==> src/rtl/alu_arbiter.sv <==
// Round-robin arbiter that shares one combinational ALU between the execute
// stage (requester 0) and the address/branch unit (requester 1).
//
// state | meaning
// IDLE  | waiting for a request; combinational ready to the winner
// EXEC  | latched operands drive the ALU; result captured at cycle end
// DONE  | one-cycle response pulse to the granted requester
module alu_arbiter #(
    parameter int WIDTH = 8,
    parameter int OPW   = 3,
    parameter int FLAGW = 8
) (
    input  logic             clk,
    input  logic             rst,
    input  logic             req0_valid,
    input  logic [WIDTH-1:0] req0_a,
    input  logic [WIDTH-1:0] req0_b,
    input  logic [OPW-1:0]   req0_op,
    output logic             req0_ready,
    input  logic             req1_valid,
    input  logic [WIDTH-1:0] req1_a,
    input  logic [WIDTH-1:0] req1_b,
    input  logic [OPW-1:0]   req1_op,
    output logic             req1_ready,
    output logic             resp0_valid,
    output logic             resp1_valid,
    output logic [WIDTH-1:0] resp_out,
    output logic [FLAGW-1:0] resp_flags,
    output logic [WIDTH-1:0] alu_a,
    output logic [WIDTH-1:0] alu_b,
    output logic [OPW-1:0]   alu_op,
    input  logic [WIDTH-1:0] alu_out,
    input  logic [FLAGW-1:0] alu_flags,
    output logic             busy
);

    typedef enum logic [1:0] {
        IDLE = 2'd0,
        EXEC = 2'd1,
        DONE = 2'd2
    } state_t;

    state_t           state_q, state_d;
    logic             grant_q, grant_d;
    logic             last_grant_q, last_grant_d;
    logic [WIDTH-1:0] a_q, a_d;
    logic [WIDTH-1:0] b_q, b_d;
    logic [OPW-1:0]   op_q, op_d;
    logic [WIDTH-1:0] resp_out_q, resp_out_d;
    logic [FLAGW-1:0] resp_flags_q, resp_flags_d;

    logic pick0, pick1;

    // On a tie the requester that did not win last time goes first.
    assign pick0 = req0_valid && (!req1_valid || last_grant_q);
    assign pick1 = req1_valid && (!req0_valid || !last_grant_q);

    always_comb begin
        state_d      = state_q;
        grant_d      = grant_q;
        last_grant_d = last_grant_q;
        a_d          = a_q;
        b_d          = b_q;
        op_d         = op_q;
        resp_out_d   = resp_out_q;
        resp_flags_d = resp_flags_q;
        req0_ready   = 1'b0;
        req1_ready   = 1'b0;
        resp0_valid  = 1'b0;
        resp1_valid  = 1'b0;

        case (state_q)
            IDLE: begin
                if (pick0) begin
                    req0_ready   = 1'b1;
                    grant_d      = 1'b0;
                    last_grant_d = 1'b0;
                    a_d          = req0_a;
                    b_d          = req0_b;
                    op_d         = req0_op;
                    state_d      = EXEC;
                end else if (pick1) begin
                    req1_ready   = 1'b1;
                    grant_d      = 1'b1;
                    last_grant_d = 1'b1;
                    a_d          = req1_a;
                    b_d          = req1_b;
                    op_d         = req1_op;
                    state_d      = EXEC;
                end
            end
            EXEC: begin
                resp_out_d   = alu_out;
                resp_flags_d = alu_flags;
                state_d      = DONE;
            end
            DONE: begin
                resp0_valid = !grant_q;
                resp1_valid = grant_q;
                state_d     = IDLE;
            end
            default: begin
                state_d = IDLE;
            end
        endcase
    end

    always_ff @(posedge clk or posedge rst) begin
        if (rst) begin
            state_q      <= IDLE;
            grant_q      <= 1'b0;
            last_grant_q <= 1'b1;
            a_q          <= '0;
            b_q          <= '0;
            op_q         <= '0;
            resp_out_q   <= '0;
            resp_flags_q <= '0;
        end else begin
            state_q      <= state_d;
            grant_q      <= grant_d;
            last_grant_q <= last_grant_d;
            a_q          <= a_d;
            b_q          <= b_d;
            op_q         <= op_d;
            resp_out_q   <= resp_out_d;
            resp_flags_q <= resp_flags_d;
        end
    end

    assign alu_a      = a_q;
    assign alu_b      = b_q;
    assign alu_op     = op_q;
    assign resp_out   = resp_out_q;
    assign resp_flags = resp_flags_q;
    assign busy       = (state_q != IDLE);

endmodule
==> config.mk <==
export PLATFORM = sky130hd
export DESIGN_NAME = alu_arbiter
export DESIGN_NICKNAME = d
export VERILOG_FILES = /design/src/rtl/alu_arbiter.sv
export SDC_FILE = /design/constraint.sdc
export NUM_CORES = 1
export LEC_CHECK = 0
export BUFFER_PORTS_ARGS = -buffer_cell sky130_fd_sc_hd__buf_2
export CAP_MARGIN = 20
export CORE_AREA = 2 2 79 73
export CTS_CLUSTER_DIAMETER = 80
export DETAILED_ROUTE_END_ITERATION = 12
export DIE_AREA = 0 0 81 75
export SETUP_SLACK_MARGIN = 0.15
export SLEW_MARGIN = 10
export SYNTH_ARGS = -nofsm -noshare
export SYNTH_HDL_FRONTEND = slang
export SYNTH_SLANG_ARGS = --single-unit
==> constraint.sdc <==
create_clock -name clk -period 3.25 [get_ports clk]
set_input_delay 0.325 -clock clk [delete_from_list [all_inputs] [get_ports clk]]
set_output_delay 0.325 -clock clk [all_outputs]
set_load 0.05 [all_outputs]
==> metrics.txt, run 1 <==
final-report hold violation count 0; vias in the first global route 1593; CTS hold repair buffers 0; DRT Pass-1 Iters 4; CP Data Arrival Time 1860 ps; dpl hpwl 3.54 mm; Max Fanout on Critical Path 17; later-pin clock latency in the skew report 290 ps; gr busiest metal met2; Synthesized Nets 224; max_cap viols 0; drt drc 0; Die H 75 um; Critical Path RT 2920 ps; aggregate global routing overflow 0; Max Buffers Root-to-Sink 2; post-synthesis sequential area ratio 54.3%; Yosys reg bits 39; setup tns final 0 ps; initial antenna violation count 0; Vias 1633; kind of critical path flip-flop to output pin; core area 5190 um^2; RSZ-0062 raised after global routing no; Worst-path clk slew 80 ps; final setup fails 0; vias per cell 5.01; met1 usage 21.9%; FMAX 458 MHz; ANT cells 0; layout net count 316; worst-margin pin slew 1040 ps; number of buffers created by CTS 5; Power Density 1300 nW/um^2; antenna viol nets, final 0; proportion of layout cells with a drive suffix above 1 47.5%; input/output buffers 97; placer congestion estimate 0.728; wire per inst 14.6 um; Synth cell types 24; min Tclk post-route 2180 ps; CTS tree done; gr usage total 16.2%; nature of the critical path endpoint output pin; Rel. slew slack 30.7%; Root Buffer clkbuf_8; largest net degree at the start of global routing 24; Sink Count 39; Setup Buffers After CTS 0; quantity of gates resized following cts 0; Mapped Area 1800 um^2; Yosys warning count 0; Avg Synthesized Cell Area 10.8 um^2; Filler cells 525; initial drt markers 105; Startpoint Class flip-flop; HP Class input pin to asynchronous set/reset pin; Cells after Synth 166; Max VDD drop 0.000576 V; synthesis-to-finish area growth 34.3%; initial core utilization 34.6%; routed wire length 4.77 mm; # IOs 98; Total Power 3.13 mW; Leak 1.17 nW; max-slew violation count 0; DIE AREA 6080 um^2; met2 Usage GRT 26.3%; cell row count 25; status finished, final reports clean; Final Cycle Share 67.2%; met3 Resource Use GR 4.80%; Layout Skew 5.77 ps; first-pass GRT wire length 7.46 mm; chip width 81 um; # H-tree levels 2
power breakdown:
group	switching [mW]	internal, mW	total, mW	leakage, nW
clock network	0.166	0.248	0.415	0.0612
logic	1.33	0.499	1.83	0.663
registers	0.141	0.743	0.884	0.446
per-stage QoR:
| stage | cells | setup WS (ps) | utilization [%] | hold slack (ps) | instance area, um^2 |
|---|---|---|---|---|---|
| finish | 326 | 1070 | 46.5 | 11.0 | 2410 |
| global route | 326 | 919 | 46.5 | 35.2 | 2410 |
| CTS | 326 | 1070 | 46.5 | 16.3 | 2410 |
| detailed placement | 318 | 1280 | 44.2 | 331 | 2300 |
| global placement | 318 | 1340 | 44.2 | 342 | 2300 |
| floorplan | 166 | 1050 | - | 457 | 1800 |
metal layers:
metal	vias to the layer above	routed length [um]
li1	789	-
met1	775	2190
met2	65	2160
met3	4	398
met4	0	29
met5	-	0
synth_stat cells, drive strengths merged:
cell     n  area (um^2)
nor3     1         5.00
a21oi   22          110
mux2    16          214
nor2     2         10.0
nor3b    1         7.51
and3b    1         8.76
buf     12         85.1
o21ai   19         95.1
dfrtp   38          951
nand2b   2         12.5
and2     1         6.26
dfstp    1         26.3
inv      4         15.0
nand2    1         3.75
clkbuf   4         15.0
nor2b    1         6.26
or2      1         6.26
nand3   19         95.1
a31oi   20          125
critical path, cell delays in order, from the launching register on:
cell     delay, ps
dfrtp_1        410
nor2_2         310
buf_4          290
inv_2           50
nor3_1         190
buf_2          320
flip-flops by register name (all words and copies together), names as in the netlist:
name	cells
alu_a	8
alu_b	8
resp_flags	8
resp_out	8
alu_op	3
state_q	2
grant_q	1
last_grant_q	1
cell usage in the layout (no fill, tap or decap):
master,Yosys,final
clkinv_2,0,1
and3b_1,1,1
and2_1,1,1
nand2b_1,2,2
inv_2,3,3
dfstp_2,1,1
or2_1,1,1
nor3_1,1,1
nor2b_1,1,1
a31oi_1,20,20
o21ai_0,19,19
clkbuf_8,0,6
bufinv_16,0,1
nor2_2,1,1
nor3b_1,1,1
a21oi_1,22,22
buf_2,5,97
dfrtp_1,38,38
mux2_1,7,7
buf_4,5,4
mux2_4,9,9
clkinv_1,0,1
nand2_1,1,1
nor2_1,1,1
nand3_1,19,19
area by class of cell:
cell class              instances  area (um^2)  area share, %
multi-input cells             107          706           29.2
clock buffers                   6         82.6           3.42
well taps                      67         83.8           3.47
flip-flops and latches         39          977           40.5
clock inverters                 2         35.0           1.45
repair buffers                101          515           21.3
inverters                       4         15.0          0.622
logic make-up (layout without fill, tap and decap cells):
group           after synthesis  count (layout)  share of synthesized area [%]
compound gates               61              61                           18.4
simple gates                 30              30                           8.98
flops                        39              39                           54.3
buf+inv                      20             113                           6.40
mux                          16              16                           11.9
worst paths after layout:
path / from / endpoint / slack, ps / cells after the start
max in group asynchronous: rst / last_grant_q / 2530 / 3
min in group clk: alu_out[2] / resp_out[2] / 250 / 2
worst max-delay path: state_q[1] / req0_ready / 1070 / 5
worst min register to register: resp_out[2] / resp_out[2] / 500 / 1
worst max register to register: state_q[1] / alu_b[6] / 1290 / 4
worst min-delay path: rst / resp_out[1] / 10 / 2
No activity file was read; power rests on OpenSTA's default activity.
==> run 2: changes to the inputs <==
==> constraint.sdc (replaced) <==
create_clock -name clk -period 2.1 [get_ports clk]
set_input_delay 0.21 -clock clk [delete_from_list [all_inputs] [get_ports clk]]
set_output_delay 0.21 -clock clk [all_outputs]
set_load 0.05 [all_outputs]
==> run 2 against run 1 <==
Effect of this change: clock power increased by 31%; register-to-register slack worse by 730 ps; via count increased by 1.2%; setup slack got worse by 690 ps; final cell count is 2.1% higher; sequential share of layout area decreased by 1.1 points; clock-buffer cell count increased by 2; critical path type unchanged; largest cell class unchanged; largest power group unchanged; highest routed layer unchanged.
==> metrics.txt, run 2 (synthesis results as in run 1) <==
status finished, final reports clean; Logic pwr share 60.2% (+1.7 points); critical path depth in cells 4 (-1); Filler cells 517 (-1.5%); Sink Count 39 (unchanged); HP Class input pin to flip-flop; DIE AREA 6080 um^2 (unchanged); max-slew violation count 0 (unchanged); Psw 2.55 mW (+55%); drt drc 0 (unchanged); Critical Path End req1_ready; vias per cell 4.96 (-0.96%); initial core utilization 34.6% (unchanged); Switching Fraction 52.9% (+0.48 points); worst hold stages 2; Max Buffers Root-to-Sink 2 (unchanged); most frequent cells in the layout buf_2 (97), dfrtp_1 (38), a21oi_1 (22); initial antenna violation count 0 (unchanged); Non-Filler Instances 333 (+2.1%); placer congestion estimate 0.731 (+0.43%); # IOs 98 (unchanged); antenna viol nets, final 0 (unchanged); aggregate global routing overflow 0 (unchanged); DRT Pass-1 Iters 4 (unchanged); chip width 81 um (unchanged); Pint 2.27 mW (+52%); Layout Skew 5.22 ps (-0.548 ps); initial drt markers 91 (-13%); nature of the critical path endpoint output pin; core area 5190 um^2 (unchanged); clock share of power 11.3% (-1.9 points); commonest non-fill, non-tap cell in the layout buf_2; CP startpoint state_q[1]; Rel. slew slack 69.6% (+39 points); max_cap viols 0 (unchanged); Worst-path clk slew 70 ps (about the same); setup tns final 0 ps (unchanged); critical path's slowest cell dfrtp_1; largest net degree at the start of global routing 23 (-4.2%); r2r setup slk 560 ps (-730 ps); input/output buffers 97 (unchanged); footprint of the multi-input gates 716 um^2 (+1.4%); routed wire length 4.80 mm (+0.52%); CP max stage delay 420 ps (about the same); later-pin clock latency in the skew report 280 ps (about the same); Buffers & Inverters on Critical Path 1 (-2); sequential share of power 28.5% (+0.3 points); Die H 75 um (unchanged); Final Cycle Share 81.9%; crit-path leading delay family flip-flops; dpl hpwl 3.51 mm (-0.78%); min Tclk post-route 1720 ps; Startpoint Class flip-flop; proportion of layout cells with a drive suffix above 1 48.5% (+1.0 points); synthesis-to-finish area growth 38.1%; first-pass GRT wire length 7.25 mm (-2.8%); RSZ-0062 raised after global routing no; CTS tree done; Setup Buffers After CTS 0 (unchanged); wire per inst 14.4 um (-1.6%); reg2reg path depth 4 (unchanged); vias in the first global route 1572 (-1.3%); Critical Path RT 1890 ps (-1030 ps); Placed Cells 324 (+1.9%); RR Startpoint state_q[1]; Critical R2R Capture alu_a[0]; final-report hold violation count 0 (unchanged); Leak 1.20 nW (+2.9%); final setup fails 0 (unchanged); ANT cells 0 (unchanged); # H-tree levels 2 (unchanged); Max VDD drop 0.000751 V (+30%); layout net count 323 (+2.2%); number of buffers created by CTS 5 (unchanged); Reg area 977 um^2 (unchanged); cell chain of the critical path nor2_4, nand2_1, a21oi_1, buf_2; Max Fanout on Critical Path 11 (-6); CP Data Arrival Time 1510 ps (-350 ps); gr usage total 15.9% (-0.29 points); Root Buffer clkbuf_8; Power Density 1940 nW/um^2 (+50%); worst-margin pin slew 453 ps (-586 ps); kind of critical path flip-flop to output pin; FMAX 581 MHz; Vias 1652 (+1.2%); cell row count 25 (unchanged)
-- run 2: power by group through the flow --
stage | Sequential (mW) | Combinational [mW] | Clock, mW
after floorplan | 2.57 | 1.06 | 0
after global routing | 1.42 | 3.08 | 0.599
after CTS | 1.36 | 2.92 | 0.562
final | 1.37 | 2.90 | 0.545
after global placement | 1.36 | 2.89 | 0
after detailed placement | 1.37 | 2.92 | 0
-- run 2: layout make-up --
class | count | area share [%]
Sequential cell | 39 | 39.4
Multi-Input combinational cell | 107 | 28.8
Timing Repair Buffer | 108 | 23.8
Clock buffer | 8 | 4.03
Tap cell | 67 | 3.38
Inverter | 4 | 0.605
-- run 2: worst register-to-register path, cell delays in order (launching register included) --
cell and delay [ps]:
dfrtp_1 420, nor2_4 270, and2_1 370, buf_4 250, a31oi_1 110
-- run 2: repair_timing --
item | CTS | global route
hold buffers | 1 | 0
endpoints found under the hold margin | 9 | 0
endpoints found under the setup margin | 0 | 1
resized for setup | 0 | 1
-- run 2: worst min path at each step --
stage / startpoint / end / slack [ps]
2_1_floorplan: alu_out[0] / resp_out[0] / 340
3_3_place_gp: rst / resp_out[4] / 390
3_5_place_dp: rst / resp_out[2] / 180
4_1_cts: alu_out[6] / resp_out[6] / 120
5_1_grt: alu_out[6] / resp_out[6] / 120
6_report: alu_out[6] / resp_out[6] / 130
-- run 2: stage by stage --
stage	cell area, um^2	hold WS, ps	util [%]	setup WS (ps)	power [mW]
after global placement	2340	394	45.1	508	4.25
after detailed placement	2370	176	45.6	430	4.29
after floorplan	1800	342	-	261	3.62
after CTS	2480	123	47.7	252	4.84
after global routing	2480	121	47.8	269	5.10
final	2480	133	47.8	380	4.82
-- run 2: metal layers --
layer  share of wire, %  GRT usage [%]
met5                  0              0
met4                1.1           6.21
met3                9.3           3.48
met2                 45           26.4
met1                 44           20.5
==> run 3: changes to the inputs <==
--- a/config.mk
+++ b/config.mk
@@ -5,12 +5,13 @@
 export SDC_FILE = /design/constraint.sdc
 export NUM_CORES = 1
 export LEC_CHECK = 0
+export ABC_AREA = 1
 export BUFFER_PORTS_ARGS = -buffer_cell sky130_fd_sc_hd__buf_2
 export CAP_MARGIN = 20
-export CORE_AREA = 2 2 79 73
+export CORE_AREA = 2 2 82 76
 export CTS_CLUSTER_DIAMETER = 80
 export DETAILED_ROUTE_END_ITERATION = 12
-export DIE_AREA = 0 0 81 75
+export DIE_AREA = 0 0 84 78
 export SETUP_SLACK_MARGIN = 0.15
 export SLEW_MARGIN = 10
 export SYNTH_ARGS = -nofsm -noshare
==> constraint.sdc (replaced) <==
create_clock -name clk -period 1.63 [get_ports clk]
set_input_delay 0.163 -clock clk [delete_from_list [all_inputs] [get_ports clk]]
set_output_delay 0.163 -clock clk [all_outputs]
set_load 0.05 [all_outputs]
==> run 3 against run 2 <==
Effect of this change: flip-flop and latch count unchanged; clock skew grew 2.7 ps; worst hold slack worse by 68 ps.
==> metrics.txt, run 3 <==
dpl hpwl 3.56 mm (+1.5%); # IOs 98 (unchanged); r2r setup slk 280 ps (-280 ps); vias in the first global route 1752 (+11%); layout net count 414 (+28%); max-slew violation count 0 (unchanged); ANT cells 0 (unchanged); DRT Pass-1 Iters 4 (unchanged); aggregate global routing overflow 0 (unchanged); Final Cycle Share 87.3%; Critical Path RT 1470 ps (-420 ps); Worst Hold End resp_flags[1]; Worst-path clk slew 70 ps (about the same); FMAX 703 MHz; Area contributors post-synth dfrtp_1 (49%), nand2_1 (17%), nand3_1 (15%), inv_1 (8.4%), buf_6 (2.3%); wire per inst 11.6 um (-19%); Max VDD drop 0.00124 V (+65%); nature of the critical path endpoint output pin; proportion of layout cells with a drive suffix above 1 35.6% (-13 points); Post-DP Area 2470 um^2 (+4.3%); Synth cell types 17 (-29%); core area 5630 um^2 (+8.4%); RR Startpoint last_grant_q; final core utilization 46.7% (-1.1 points); later-pin clock latency in the skew report 290 ps (about the same); Yosys warning count 0 (unchanged); final setup fails 0 (unchanged); synthesis-to-finish area growth 34.4%; Root Buffer clkbuf_8; antenna viol nets, final 0 (unchanged); commonest non-fill, non-tap cell in the layout buf_2; placer congestion estimate 0.768 (+5.0%); Mapped Area 1960 um^2 (+8.8%); EDFF count, synth 0 (unchanged); Max Buffers Root-to-Sink 2 (unchanged); top post-synthesis cells by count nand2_1 (89), nand3_1 (57), inv_1 (44), dfrtp_1 (38), buf_2 (5); first-pass GRT wire length 8.32 mm (+15%); chip width 84 um (+3.7%); Die H 78 um (+4.0%); post-synthesis sequential area ratio 50.0% (-4.4 points); CTS tree done; initial antenna violation count 0 (unchanged); vias per cell 4.46 (-10%); Critical R2R Capture alu_a[0]; worst hold stages 3 (+1); Layout Skew 7.95 ps (+2.74 ps); drt drc 0 (unchanged); largest net degree at the start of global routing 40 (+74%); design area 2630 um^2 (+5.8%); reg2reg path depth 7 (+3); min Tclk post-route 1420 ps; gr usage total 15.8% (-0.10 points); routed wire length 4.96 mm (+3.3%); predominant post-synthesis flop cell dfrtp_1; initial drt markers 86 (-5.5%); input/output buffers 97 (unchanged); FFs w/ async S/R, synth 100% (unchanged); Max Fanout on Critical Path 3 (-8); cell row count 26 (+4.0%); HP Class input pin to flip-flop; Cells after Synth 255 (+54%); Total Power 6.00 mW (+25%); share of Yosys cell area claimed by the top area cell type 48.6% (-4.3 points); initial core utilization 34.7% (+0.12 points); status finished, final reports clean; max_cap viols 0 (unchanged); Rel. slew slack 67.4% (-2.2 points); Avg Synthesized Cell Area 7.67 um^2 (-29%); setup tns final 0 ps (unchanged); CP Data Arrival Time 1260 ps (-250 ps); final-report hold violation count 0 (unchanged); most frequent cells in the layout buf_2 (95), nand2_1 (86), nand3_1 (57); Vias 1905 (+15%); count leader, synth nand2_1; HP Start alu_flags[1]; Synthesized Nets 313 (+40%); Power Density 2280 nW/um^2 (+18%); Leak 1.62 nW (+34%); Sink Count 39 (unchanged); post-synth top area cell dfrtp_1; RSZ-0062 raised after global routing yes; number of buffers created by CTS 5 (unchanged); DIE AREA 6550 um^2 (+7.9%); worst-margin pin slew 489 ps (+35.5 ps); Yosys reg bits 39 (unchanged); # H-tree levels 2 (unchanged); Startpoint Class flip-flop; kind of critical path flip-flop to output pin
[run 3: cell types whose count changed after synthesis, sizes merged, moves of 2 or more]
cell and delta:
nand2 +92, inv +43, nand3 +38, a21oi -22, a31oi -20, o21ai -17, mux2 -16, clkbuf -4
nand2b -2
[run 3: worst max-delay path by stage]
stage / start / slack, ps / to
3_3_place_gp: state_q[0] / 270 / req1_ready
6_report: last_grant_q / 210 / req1_ready
3_5_place_dp: state_q[0] / 240 / req1_ready
5_1_grt: state_q[0] / 130 / resp_flags[7]
4_1_cts: state_q[0] / 150 / req1_ready
2_1_floorplan: state_q[0] / -30 / resp1_valid
[run 3: area by class of cell]
| cell class | count | area [um^2] |
|---|---|---|
| Inverter | 47 | 181 |
| Clock inverter | 1 | 5.00 |
| Fill cell | 604 | 3000 |
| Multi-Input combinational cell | 157 | 724 |
| Clock buffer | 7 | 76.3 |
| Sequential cell | 39 | 977 |
| Tap cell | 70 | 87.6 |
| Timing Repair Buffer | 106 | 576 |
[run 3: report_power, final]
group | internal [mW] | total [mW] | switching [mW] | leakage, nW
Sequential | 1.47 | 1.72 | 0.255 | 0.474
Combinational | 0.884 | 3.66 | 2.78 | 1.10
Clock | 0.300 | 0.617 | 0.317 | 0.0422
[run 3: repair_timing]
item | in CTS | in global routing
cloned | 0 | 0
endpoints found under the setup margin | 2 | 22
pin swaps | 2 | 3
endpoints found under the hold margin | 31 | 0
gates resized for setup | 10 | 3
setup buffers | 1 | 3
hold buffers | 1 | 0
[run 3: worst max-delay path, cell delays in order (launching register included)]
cell     delay, ps
dfstp_2        540
inv_2           40
nand2_2         70
nand2_4         70
nand2_2         70
inv_1           50
buf_6          140
[run 3: through the flow]
step | hold slack [ps] | instances | setup slack [ps]
detailed placement | 307 | 414 | 243
global placement | 300 | 414 | 272
CTS | 53.8 | 424 | 154
global route | 57.9 | 427 | 130
floorplan | 273 | 255 | -30.2
finish | 65.7 | 427 | 207
[run 3: kinds of logic after synthesis]
group | after synthesis | share of synthesized area [%]
AND/OR/NAND/NOR | 155 | 35.5
AO/OA/AOI/OAI | 2 | 0.512
buffers and inverters | 59 | 14.0
flip-flops | 39 | 50.0
[run 3: routing by layer]
metal  GRT usage [%]  up-vias  wire (um)
met4            2.90        0         27
li1                -      980          -
met5               0        -          0
met1            24.2      849       2390
met2            22.1       71       2150
met3            4.79        5        389
